## config.mk

```make
export PLATFORM = sky130hd
export DESIGN_NAME = pit_counter
export DESIGN_NICKNAME = d
export VERILOG_FILES = /design/src/rtl/pit_pkg.sv /design/src/rtl/pit_byte_seq.sv /design/src/rtl/pit_counter.sv
export SDC_FILE = /design/constraint.sdc
export NUM_CORES = 1
export LEC_CHECK = 0
export ABC_CLOCK_PERIOD_IN_PS = 3200
export BUFFER_PORTS_ARGS = -buffer_cell sky130_fd_sc_hd__buf_4
export CELL_PAD_IN_SITES_DETAIL_PLACEMENT = 1
export CELL_PAD_IN_SITES_GLOBAL_PLACEMENT = 2
export CORE_AREA = 2 2 150 152
export DETAILED_ROUTE_END_ITERATION = 8
export DIE_AREA = 0 0 152 154
export PLACE_DENSITY = 0.58
export SETUP_SLACK_MARGIN = 0.1
export SLEW_MARGIN = 10
export SYNTH_ARGS = -nofsm -noshare
export SYNTH_HDL_FRONTEND = slang
export SYNTH_SLANG_ARGS = --single-unit
export TNS_END_PERCENT = 5
```

## constraint.sdc

```tcl
create_clock -name clk -period 3.2 [get_ports clk]
set_input_delay 0.64 -clock clk [delete_from_list [all_inputs] [get_ports clk]]
set_output_delay 0.64 -clock clk [all_outputs]
set_load 0.02 [all_outputs]
```

## src/rtl/pit_pkg.sv

```systemverilog
// Shared definitions for one 8253-style timer channel: state and mode
// encodings, byte-format codes and the default counter width.
package pit_pkg;

    localparam int DEF_CNT_W = 16;

    typedef enum logic [1:0] {
        IDLE      = 2'd0,
        WAIT_LOAD = 2'd1,
        ARMED     = 2'd2,
        COUNT     = 2'd3
    } state_e;

    typedef enum logic [1:0] {
        MODE_NONE = 2'd0,
        MODE_OS   = 2'd1,
        MODE_P1   = 2'd2,
        MODE_P2   = 2'd3
    } mode_e;

    localparam logic [1:0] RW_LSB = 2'b01;
    localparam logic [1:0] RW_MSB = 2'b10;
    localparam logic [1:0] RW_LM  = 2'b11;

endpackage

```

## src/rtl/pit_byte_seq.sv

```systemverilog
// Byte sequencing for count writes and read-back, plus the output latch
// and its release after the last byte of the current format is read.
module pit_byte_seq
    import pit_pkg::*;
(
    input  logic        clk,
    input  logic        rst,
    input  logic        clr,
    input  logic [1:0]  rw,
    input  logic        wr,
    input  logic        latch,
    input  logic        rd,
    input  logic [15:0] ce,
    output logic        wr_first,
    output logic        wr_done,
    output logic [7:0]  rd_data
);

    logic        wr_tog_q, wr_tog_d;
    logic        rd_tog_q, rd_tog_d;
    logic        latched_q, latched_d;
    logic [15:0] ol_q, ol_d;
    logic [7:0]  rd_data_q, rd_data_d;
    logic [15:0] src;
    logic        latch_now;
    logic        rd_hi;
    logic        rd_last;

    assign wr_first  = !wr_tog_q;
    assign wr_done   = wr && ((rw != RW_LM) || wr_tog_q);
    assign latch_now = latch && !latched_q;
    // A latch in the same cycle as rd captures ce, so reading live ce here
    // already returns the freshly latched value.
    assign src       = latched_q ? ol_q : ce;
    assign rd_hi     = (rw == RW_MSB) || ((rw == RW_LM) && rd_tog_q);
    assign rd_last   = (rw != RW_LM) || rd_tog_q;
    assign rd_data   = rd_data_q;

    always_comb begin
        wr_tog_d  = wr_tog_q;
        rd_tog_d  = rd_tog_q;
        latched_d = latched_q;
        ol_d      = ol_q;
        rd_data_d = rd_data_q;

        if (latch_now) begin
            ol_d      = ce;
            latched_d = 1'b1;
        end

        if (wr && (rw == RW_LM)) begin
            wr_tog_d = !wr_tog_q;
        end

        if (rd) begin
            rd_data_d = rd_hi ? src[15:8] : src[7:0];
            if (rw == RW_LM) begin
                rd_tog_d = !rd_tog_q;
            end
            if (rd_last) begin
                latched_d = 1'b0;
            end
        end

        if (clr) begin
            wr_tog_d  = 1'b0;
            rd_tog_d  = 1'b0;
            latched_d = 1'b0;
        end
    end

    always_ff @(posedge clk or posedge rst) begin
        if (rst) begin
            wr_tog_q  <= 1'b0;
            rd_tog_q  <= 1'b0;
            latched_q <= 1'b0;
            ol_q      <= '0;
            rd_data_q <= 8'h00;
        end else begin
            wr_tog_q  <= wr_tog_d;
            rd_tog_q  <= rd_tog_d;
            latched_q <= latched_d;
            ol_q      <= ol_d;
            rd_data_q <= rd_data_d;
        end
    end

endmodule

```

## src/rtl/pit_counter.sv

```systemverilog
// One timer channel: count FSM, 16-bit down-counter and per-mode OUT logic.
//
//   state     | meaning
//   IDLE      | not configured since reset
//   WAIT_LOAD | configured, waiting for the full count to be written
//   ARMED     | count ready, next tick copies cr into ce
//   COUNT     | counting on ticks
module pit_counter
    import pit_pkg::*;
#(
    parameter int CNT_W      = pit_pkg::DEF_CNT_W,
    parameter int MIN_PCOUNT = 2
) (
    input  logic       clk,
    input  logic       rst,
    input  logic       tick,
    input  logic       gate,
    input  logic       cfg_wr,
    input  logic       mode_os,
    input  logic       mode_p1,
    input  logic       mode_p2,
    input  logic [1:0] rw,
    input  logic       data_wr,
    input  logic [7:0] data_in,
    input  logic       latch,
    input  logic       rd,
    output logic [7:0] rd_data,
    output logic       out
);

    state_e           state_q, state_d;
    mode_e            mode_q, mode_d;
    logic [1:0]       rw_q, rw_d;
    logic [CNT_W-1:0] cr_q, cr_d;
    logic [CNT_W-1:0] ce_q, ce_d;
    logic             out_q, out_d;
    logic             gate_q;

    logic             cfg_acc;
    logic             wr_acc;
    logic             wr_first;
    logic             wr_done;
    logic             p_mode;
    logic             arm;
    logic [CNT_W-1:0] eff_cr;
    logic [CNT_W-1:0] p2_hi;
    logic [CNT_W-1:0] p2_lo;

    assign cfg_acc = cfg_wr && (rw != 2'b00);
    assign wr_acc  = data_wr && !cfg_wr && (state_q != IDLE);
    assign p_mode  = (mode_q == MODE_P1) || (mode_q == MODE_P2);
    assign eff_cr  = (p_mode && (cr_q != '0) && (cr_q < CNT_W'(MIN_PCOUNT)))
                     ? CNT_W'(MIN_PCOUNT) : cr_q;
    // P2 counts by two; each half reloads with twice its tick length, so an
    // odd N gets the extra tick in the high half.
    assign p2_hi   = eff_cr + {{(CNT_W-1){1'b0}}, eff_cr[0]};
    assign p2_lo   = {eff_cr[CNT_W-1:1], 1'b0};
    assign out     = out_q;

    pit_byte_seq u_byte_seq (
        .clk      (clk),
        .rst      (rst),
        .clr      (cfg_acc),
        .rw       (rw_q),
        .wr       (wr_acc),
        .latch    (latch),
        .rd       (rd),
        .ce       (ce_q),
        .wr_first (wr_first),
        .wr_done  (wr_done),
        .rd_data  (rd_data)
    );

    always_comb begin
        state_d = state_q;
        mode_d  = mode_q;
        rw_d    = rw_q;
        cr_d    = cr_q;
        ce_d    = ce_q;
        out_d   = out_q;

        // A gate rising edge in P1/P2 behaves like a fresh arm.
        arm = (state_q == ARMED) ||
              (p_mode && (state_q == COUNT) && gate && !gate_q);
        if (arm) begin
            state_d = ARMED;
        end

        if (tick) begin
            if (arm) begin
                state_d = COUNT;
                case (mode_q)
                    MODE_P1: begin
                        ce_d  = eff_cr;
                        out_d = 1'b1;
                    end
                    MODE_P2: begin
                        ce_d  = p2_hi;
                        out_d = 1'b1;
                    end
                    default: ce_d = cr_q;
                endcase
            end else if ((state_q == COUNT) && gate) begin
                case (mode_q)
                    MODE_OS: begin
                        ce_d = ce_q - CNT_W'(1);
                        if (ce_q == CNT_W'(1)) begin
                            out_d = 1'b1;
                        end
                    end
                    MODE_P1: begin
                        if (ce_q == CNT_W'(1)) begin
                            ce_d  = eff_cr;
                            out_d = 1'b1;
                        end else begin
                            ce_d = ce_q - CNT_W'(1);
                            if (ce_q == CNT_W'(2)) begin
                                out_d = 1'b0;
                            end
                        end
                    end
                    MODE_P2: begin
                        if (ce_q == CNT_W'(2)) begin
                            ce_d  = out_q ? p2_lo : p2_hi;
                            out_d = !out_q;
                        end else begin
                            ce_d = ce_q - CNT_W'(2);
                        end
                    end
                    default: ;
                endcase
            end
        end

        if (p_mode && !gate) begin
            out_d = 1'b1;
        end

        if (wr_acc) begin
            case (rw_q)
                RW_MSB:  cr_d = {data_in, 8'h00};
                RW_LM:   cr_d = wr_first ? {cr_q[15:8], data_in} : {data_in, cr_q[7:0]};
                default: cr_d = {8'h00, data_in};
            endcase
            if (wr_done) begin
                case (state_q)
                    WAIT_LOAD, ARMED: state_d = ARMED;
                    COUNT: begin
                        if (mode_q == MODE_OS) begin
                            state_d = ARMED;
                            out_d   = 1'b0;
                        end
                    end
                    default: ;
                endcase
            end
        end

        if (cfg_acc) begin
            state_d = WAIT_LOAD;
            rw_d    = rw;
            if (mode_os) begin
                mode_d = MODE_OS;
                out_d  = 1'b0;
            end else if (mode_p1) begin
                mode_d = MODE_P1;
                out_d  = 1'b1;
            end else if (mode_p2) begin
                mode_d = MODE_P2;
                out_d  = 1'b1;
            end else begin
                mode_d = MODE_NONE;
            end
        end
    end

    always_ff @(posedge clk or posedge rst) begin
        if (rst) begin
            state_q <= IDLE;
            mode_q  <= MODE_NONE;
            rw_q    <= 2'b00;
            cr_q    <= '0;
            ce_q    <= '0;
            out_q   <= 1'b1;
            gate_q  <= 1'b0;
        end else begin
            state_q <= state_d;
            mode_q  <= mode_d;
            rw_q    <= rw_d;
            cr_q    <= cr_d;
            ce_q    <= ce_d;
            out_q   <= out_d;
            gate_q  <= gate;
        end
    end

endmodule

```

# == After elaboration in Yosys (flattened, before gate mapping) ==
# Index checks and enable logic that the tools add are counted.
# classes
eq_ne,13
reduce_logical,40
order_cmp,1
n_mux,50
addsub,3
# ops
operator,n
16-bit two-way mux,8
16-bit one-hot mux with 2 select lines,2
16-bit one-hot mux with 3 select lines,1
1-bit two-way mux,26
2-bit two-way mux,10
16-bit by 1-bit adder with 16-bit output,1
16-bit by 1-bit equality test with 1-bit output (second input constant),1
16-bit by 2-bit equality test with 1-bit output (second input constant),1
16-bit by 2-bit < comparator with 1-bit output (second input constant),1
16-bit nonzero test,1
16-bit by 1-bit subtractor with 16-bit output (second input constant),1
16-bit by 2-bit subtractor with 16-bit output (second input constant),1
1-bit logical AND,14
2-bit equality test (second input constant),6
2-bit nonzero test,6
8-bit two-way mux,1
1-bit logical NOT,7
2-bit AND reduction,3
1-bit logical OR,5
2-bit by 1-bit equality test with 1-bit output (second input constant),2
2-bit inequality test (second input constant),2
2-bit one-hot mux with 2 select lines,1
4-bit nonzero test,1
2-bit OR reduction,2
3 further kinds,3
# totals
input_bits,21
wordCells,120
regBits,67

# == Longest topological paths before layout ==
# depth
word_depth,17
depth_mapped,14
mapped_depth_nobuf,12

# == Cells and area by module ==
# Synthesis repeated with hierarchy kept, for this count alone.
# unflattened
cells_unflattened,606
area_unflattened_um2,5205.0
# by_module_without_submodules
mod,n_inst,area_per_inst_um2,cells_each,seq_area_each_um2
pit_counter,1,3807.4,490,1002.2
pit_byte_seq,1,1397.6,116,675.6

# == Least setup slack after synthesis ==
# Ideal clock, no wire load.
# synth_path
kind,register to register
start,reg mode_q[0]
end,reg ce_q[8]
path_slack_ns,0.284
path_buffers,2
t_arrival_ns,2.778
required_time_ns,3.062
stages_incl_launch_ff,15
synth_period_minus_slack_ns,2.916
path_cell_list,dfrtp_1 inv_1 ha_1 clkbuf_1 nor2_1 nor2_1 or2_2 ha_1 nand3_1 clkbuf_1 nor3_1 xor2_1 a221o_1 o41ai_1 o211ai_1
# synth_between
elab_chain_len,11
# synth_lines
element,line,text
"start, declared",pit_counter.sv:32,"mode_e mode_q, mode_d;"
"start signal, assigned",pit_counter.sv:188,mode_q <= mode_d;
2-bit equality test,"pit_counter.sv:51, pit_counter.sv:92, pit_counter.sv:104",
1-bit logical OR,pit_counter.sv:51,assign p_mode = (mode_q == MODE_P1) || (mode_q == MODE_P2);
1-bit logical AND (2 in series),pit_counter.sv:52,assign eff_cr = (p_mode && (cr_q != '0) && (cr_q < CNT_W'(MIN_PCOUNT)))
16-bit two-way mux,pit_counter.sv:53,? CNT_W'(MIN_PCOUNT) : cr_q;
16-bit by 1-bit adder with 16-bit output,pit_counter.sv:56,"assign p2_hi = eff_cr + {{(CNT_W-1){1'b0}}, eff_cr[0]};"
16-bit two-way mux,pit_counter.sv:124,ce_d = out_q ? p2_lo : p2_hi;
16-bit two-way mux,pit_counter.sv:123,if (ce_q == CNT_W'(2)) begin
16-bit one-hot mux with 3 select lines,pit_counter.sv:104,case (mode_q)
16-bit two-way mux,pit_counter.sv:103,end else if ((state_q == COUNT) && gate) begin
16-bit two-way mux,pit_counter.sv:90,if (arm) begin
"end signal, assigned",pit_counter.sv:183,ce_q <= '0;
"end signal, assigned",pit_counter.sv:191,ce_q <= ce_d;
"end, declared",pit_counter.sv:35,"logic [CNT_W-1:0] ce_q, ce_d;"
# Parallel ways exist; a longest one is shown, timed or not. The select of a mux whose other input is x is not followed.
# A chain may end at the register's enable or synchronous reset.

# == Worst setup path in the final report ==
# layout_path
start,reg cr_q[10]
end,reg ce_q[10]
# layout_between
elab_chain_len,10
# layout_lines
element,line,text
"start, declared",pit_counter.sv:34,"logic [CNT_W-1:0] cr_q, cr_d;"
"start signal, assigned",pit_counter.sv:190,cr_q <= cr_d;
branches (longest 9 deep; another with 16-bit by 2-bit < comparator with 1-bit output),--,
16-bit two-way mux *,pit_counter.sv:90,
# Every way passes the cells marked *. The select of a mux whose other input is x is not followed.

==> out/metrics.cfg <==
[route]
routed_wl_um=18500
drc=0
via_per_inst=5.19
drt_iter0_markers=263
vias=4546
wl_per_cell_um=21.1
drt_first_pass_iters=4
detail-route-antenna-nets=0

[worst_setup_path]
crit_path_end_kind=register
rrSetupSlack_ps=300
crit_required_ps=3450
r2r.worst_path.cells=12
crit-reg2reg-launch=cr_q[10]$_DFFE_PP0P_
critPathKind=register to register
worst_setup_path_start_kind=register
crit_arrival_ps=3150
crit_path_start=cr_q[10]$_DFFE_PP0P_
worstReg2RegEnd=ce_q[10]$_DFFE_PP0P_
cp_max_fo=9

[clocking]
insertion_delay_ps=350
post_cts_buffers=0
clock_sinks=67
clkTransAtPathRegs_ps=60
h-tree-depth=3
cts_tree=yes
root_buffer=clkbuf_16
numCtsBuffers=9
clockBufferDepth=2

[synthesis]
syn_avg_cell_area_um2=8.71
ys_warn_count=0
ys_seq_elements=67
netlist_area_um2=4940
async_flop_share_pct=100
synth_edf_count=0
synth_cell_types=65
syn_nets=603
synth_top_cell_by_area=dfrtp_1
synth_area_leaders=dfrtp_1 (33%), mux2_2 (4.8%), nand2_1 (4.5%), clkbuf_1 (3.6%), mux4_2 (3.6%)
ys_seq_area_share_pct=33.9
synth_top_area_share_pct=33.4
synthCells=568
synth_top_flop_cell=dfrtp_1

[placed_design]
gp_congestion=0.870
dpl_worst_slack_ps=262
portBuffers=29
dp_hpwl_um=13900

[floorplan]
die_h_um=154
die_x_um=152
design.die.area_um2=23400
rows=54
initial_core_util_pct=22.8
core_um2=21700
ios=30

[flow_run]
max-cap-violations=0

[pwr]
cellLeakagePower_nw=2.32
power_density_nw_per_um2=749
ir_drop_mv=0.220
finalPower_w=0.00441

[cells_and_area]
utilization_pct=27.1
filler_cell_count=2555
num_antenna_cells=0
nets=627
syn_to_final_growth_pct=19.0
drive_above_1_share_pct=21.3

[timing]
worstMarginPinSlew_ps=936
max_freq_mhz=345
rsz0062_at_grt=yes
fin_ws_ps=299
min_period_over_period_pct=90.7
hold-worst-slack_ps=428
maxSlewHeadroom_pct=37.6
finalSetupViolations=0
tns_ps=0
fin_crit_ps=2900
slew_violations=0
hold_viol=0
fin_skew_ps=8.42

[grt]
grt_pass1_wl_um=29600
grt_usage_pct=16.0
grt_max_degree=68
antenna_found_initial=1
grt_pass1_vias=4920
grt_overflow_total=0

[min_path]
hold_path_depth=1
min-delay-start=gate
hold_path_end=gate_q$_DFF_PP0_
hold_class=input port to register

[run_status]
outcome=completed

[per-layer routing]
layer / share of wire, % / global-route usage (%) / vias up
met5: 0 / 0 / -
met1: 49 / 22.3 / 2305
li1: - / - / 2143
met4: 0.42 / 3.34 / 0
met3: 4.1 / 2.76 / 4
met2: 47 / 26.1 / 94
[cells by family (layout without fill, tap and decap cells)]
family                   after synthesis  count (layout)  share of synthesized area, %
AND/OR/NAND/NOR                      201             201                          20.6
AO/OA/AOI/OAI                        141             141                          19.9
buffers and inverters                 74             102                          6.10
flip-flops                            67              67                          33.9
XOR/XNOR                              40              40                          7.09
multiplexers                          31              31                          8.83
adder cells (fa/ha/maj)               14              14                          3.54
[worst max-delay path by stage]
stage | endpoint | slack (ps) | cells past startpoint
2_1_floorplan | ce_q[8]$_DFFE_PP0P_ | 280 | 14
3_3_place_gp | ce_q[10]$_DFFE_PP0P_ | 400 | 12
3_5_place_dp | ce_q[14]$_DFFE_PP0P_ | 260 | 11
4_1_cts | ce_q[14]$_DFFE_PP0P_ | 260 | 11
5_1_grt | ce_q[10]$_DFFE_PP0P_ | 30 | 12
6_report | ce_q[10]$_DFFE_PP0P_ | 300 | 12
[power breakdown]
| part | switching, W | internal, W | total (W) |
|---|---|---|---|
| Clock | 0.000395 | 0.000596 | 0.000991 |
| Combinational | 0.00110 | 0.000855 | 0.00196 |
| Sequential | 0.000314 | 0.00115 | 0.00146 |
| Total | 0.00181 | 0.00260 | 0.00441 |
[sequential cells by signal, summed over array words and instances, names as in the netlist]
signal / flops
u_byte_seq.wr_tog_q: 1
u_byte_seq.rd_data: 8
u_byte_seq.ol_q: 16
cr_q: 16
state_q: 2
u_byte_seq.latched_q: 1
gate_q: 1
mode_q: 2
u_byte_seq.rd_tog_q: 1
ce_q: 16
out: 1
rw_q: 2
[synthesized netlist by cell type (15+ instances only)]
cell       n
dfrtp_1   66
nand2_1   59
clkbuf_1  48
nor2_1    33
o21ai_0   28
mux2_2    21
nand3_1   21
nor4_1    20
xnor2_1   20
xor2_1    20
nor3_1    19
inv_1     18
a21oi_1   17
a31oi_1   15
[stage by stage]
stage	cell area (um2)	std cells
finish	5880	876
global route	5880	876
CTS	5880	876
detailed placement	5590	861
global placement	5590	861
floorplan	4940	568
[final cells by class]
type,count,area [um2],share of cell area (%)
clock inverters,5,55.1,0.936
repair buffers,69,531,9.02
inverters,18,67.6,1.15
flip-flops and latches,67,1680,28.5
clock buffers,10,229,3.89
multi-input cells,427,2970,50.5
well taps,280,350,5.95
[critical path, cell delays in order (launching register included)]
cell	delay (ps)
dfrtp_1	470
nor4_1	310
nand4_1	180
nor2_1	150
or2_2	140
ha_1	220
nand3_1	180
buf_4	210
nor4_1	280
xor2_1	200
nor2_1	60
o21a_1	180
a211oi_1	220
[placed cells by master, fill, tap and decap left out, types with 5 or more instances in the layout]
| master | Yosys | routed |
|---|---|---|
| nor2_1 | 33 | 33 |
| a221o_1 | 6 | 6 |
| o21ai_0 | 28 | 28 |
| ha_1 | 14 | 14 |
| nor3_1 | 19 | 19 |
| nand2_1 | 59 | 59 |
| xor2_1 | 20 | 20 |
| o211ai_1 | 10 | 10 |
| dfrtp_1 | 66 | 66 |
| a31oi_1 | 15 | 15 |
| o31ai_1 | 5 | 5 |
| clkbuf_16 | 0 | 9 |
| nand4_1 | 11 | 11 |
| a22o_1 | 9 | 9 |
| nor2b_1 | 7 | 7 |
| inv_1 | 18 | 17 |
| buf_4 | 1 | 68 |
| nand3_1 | 21 | 21 |
| a21oi_1 | 17 | 17 |
| xnor2_1 | 20 | 20 |
| a221oi_1 | 5 | 5 |
| a211oi_1 | 8 | 8 |
| mux4_2 | 8 | 8 |
| mux2_2 | 21 | 21 |
| nor4_1 | 20 | 19 |
[repair_timing]
action | CTS | global route
endpoints found under the hold margin | 0 | 0
setup endpoints to repair | 0 | 2
hold buffers | 0 | 0
gates resized for setup | 0 | 2
(Power assumes the default switching activity.)
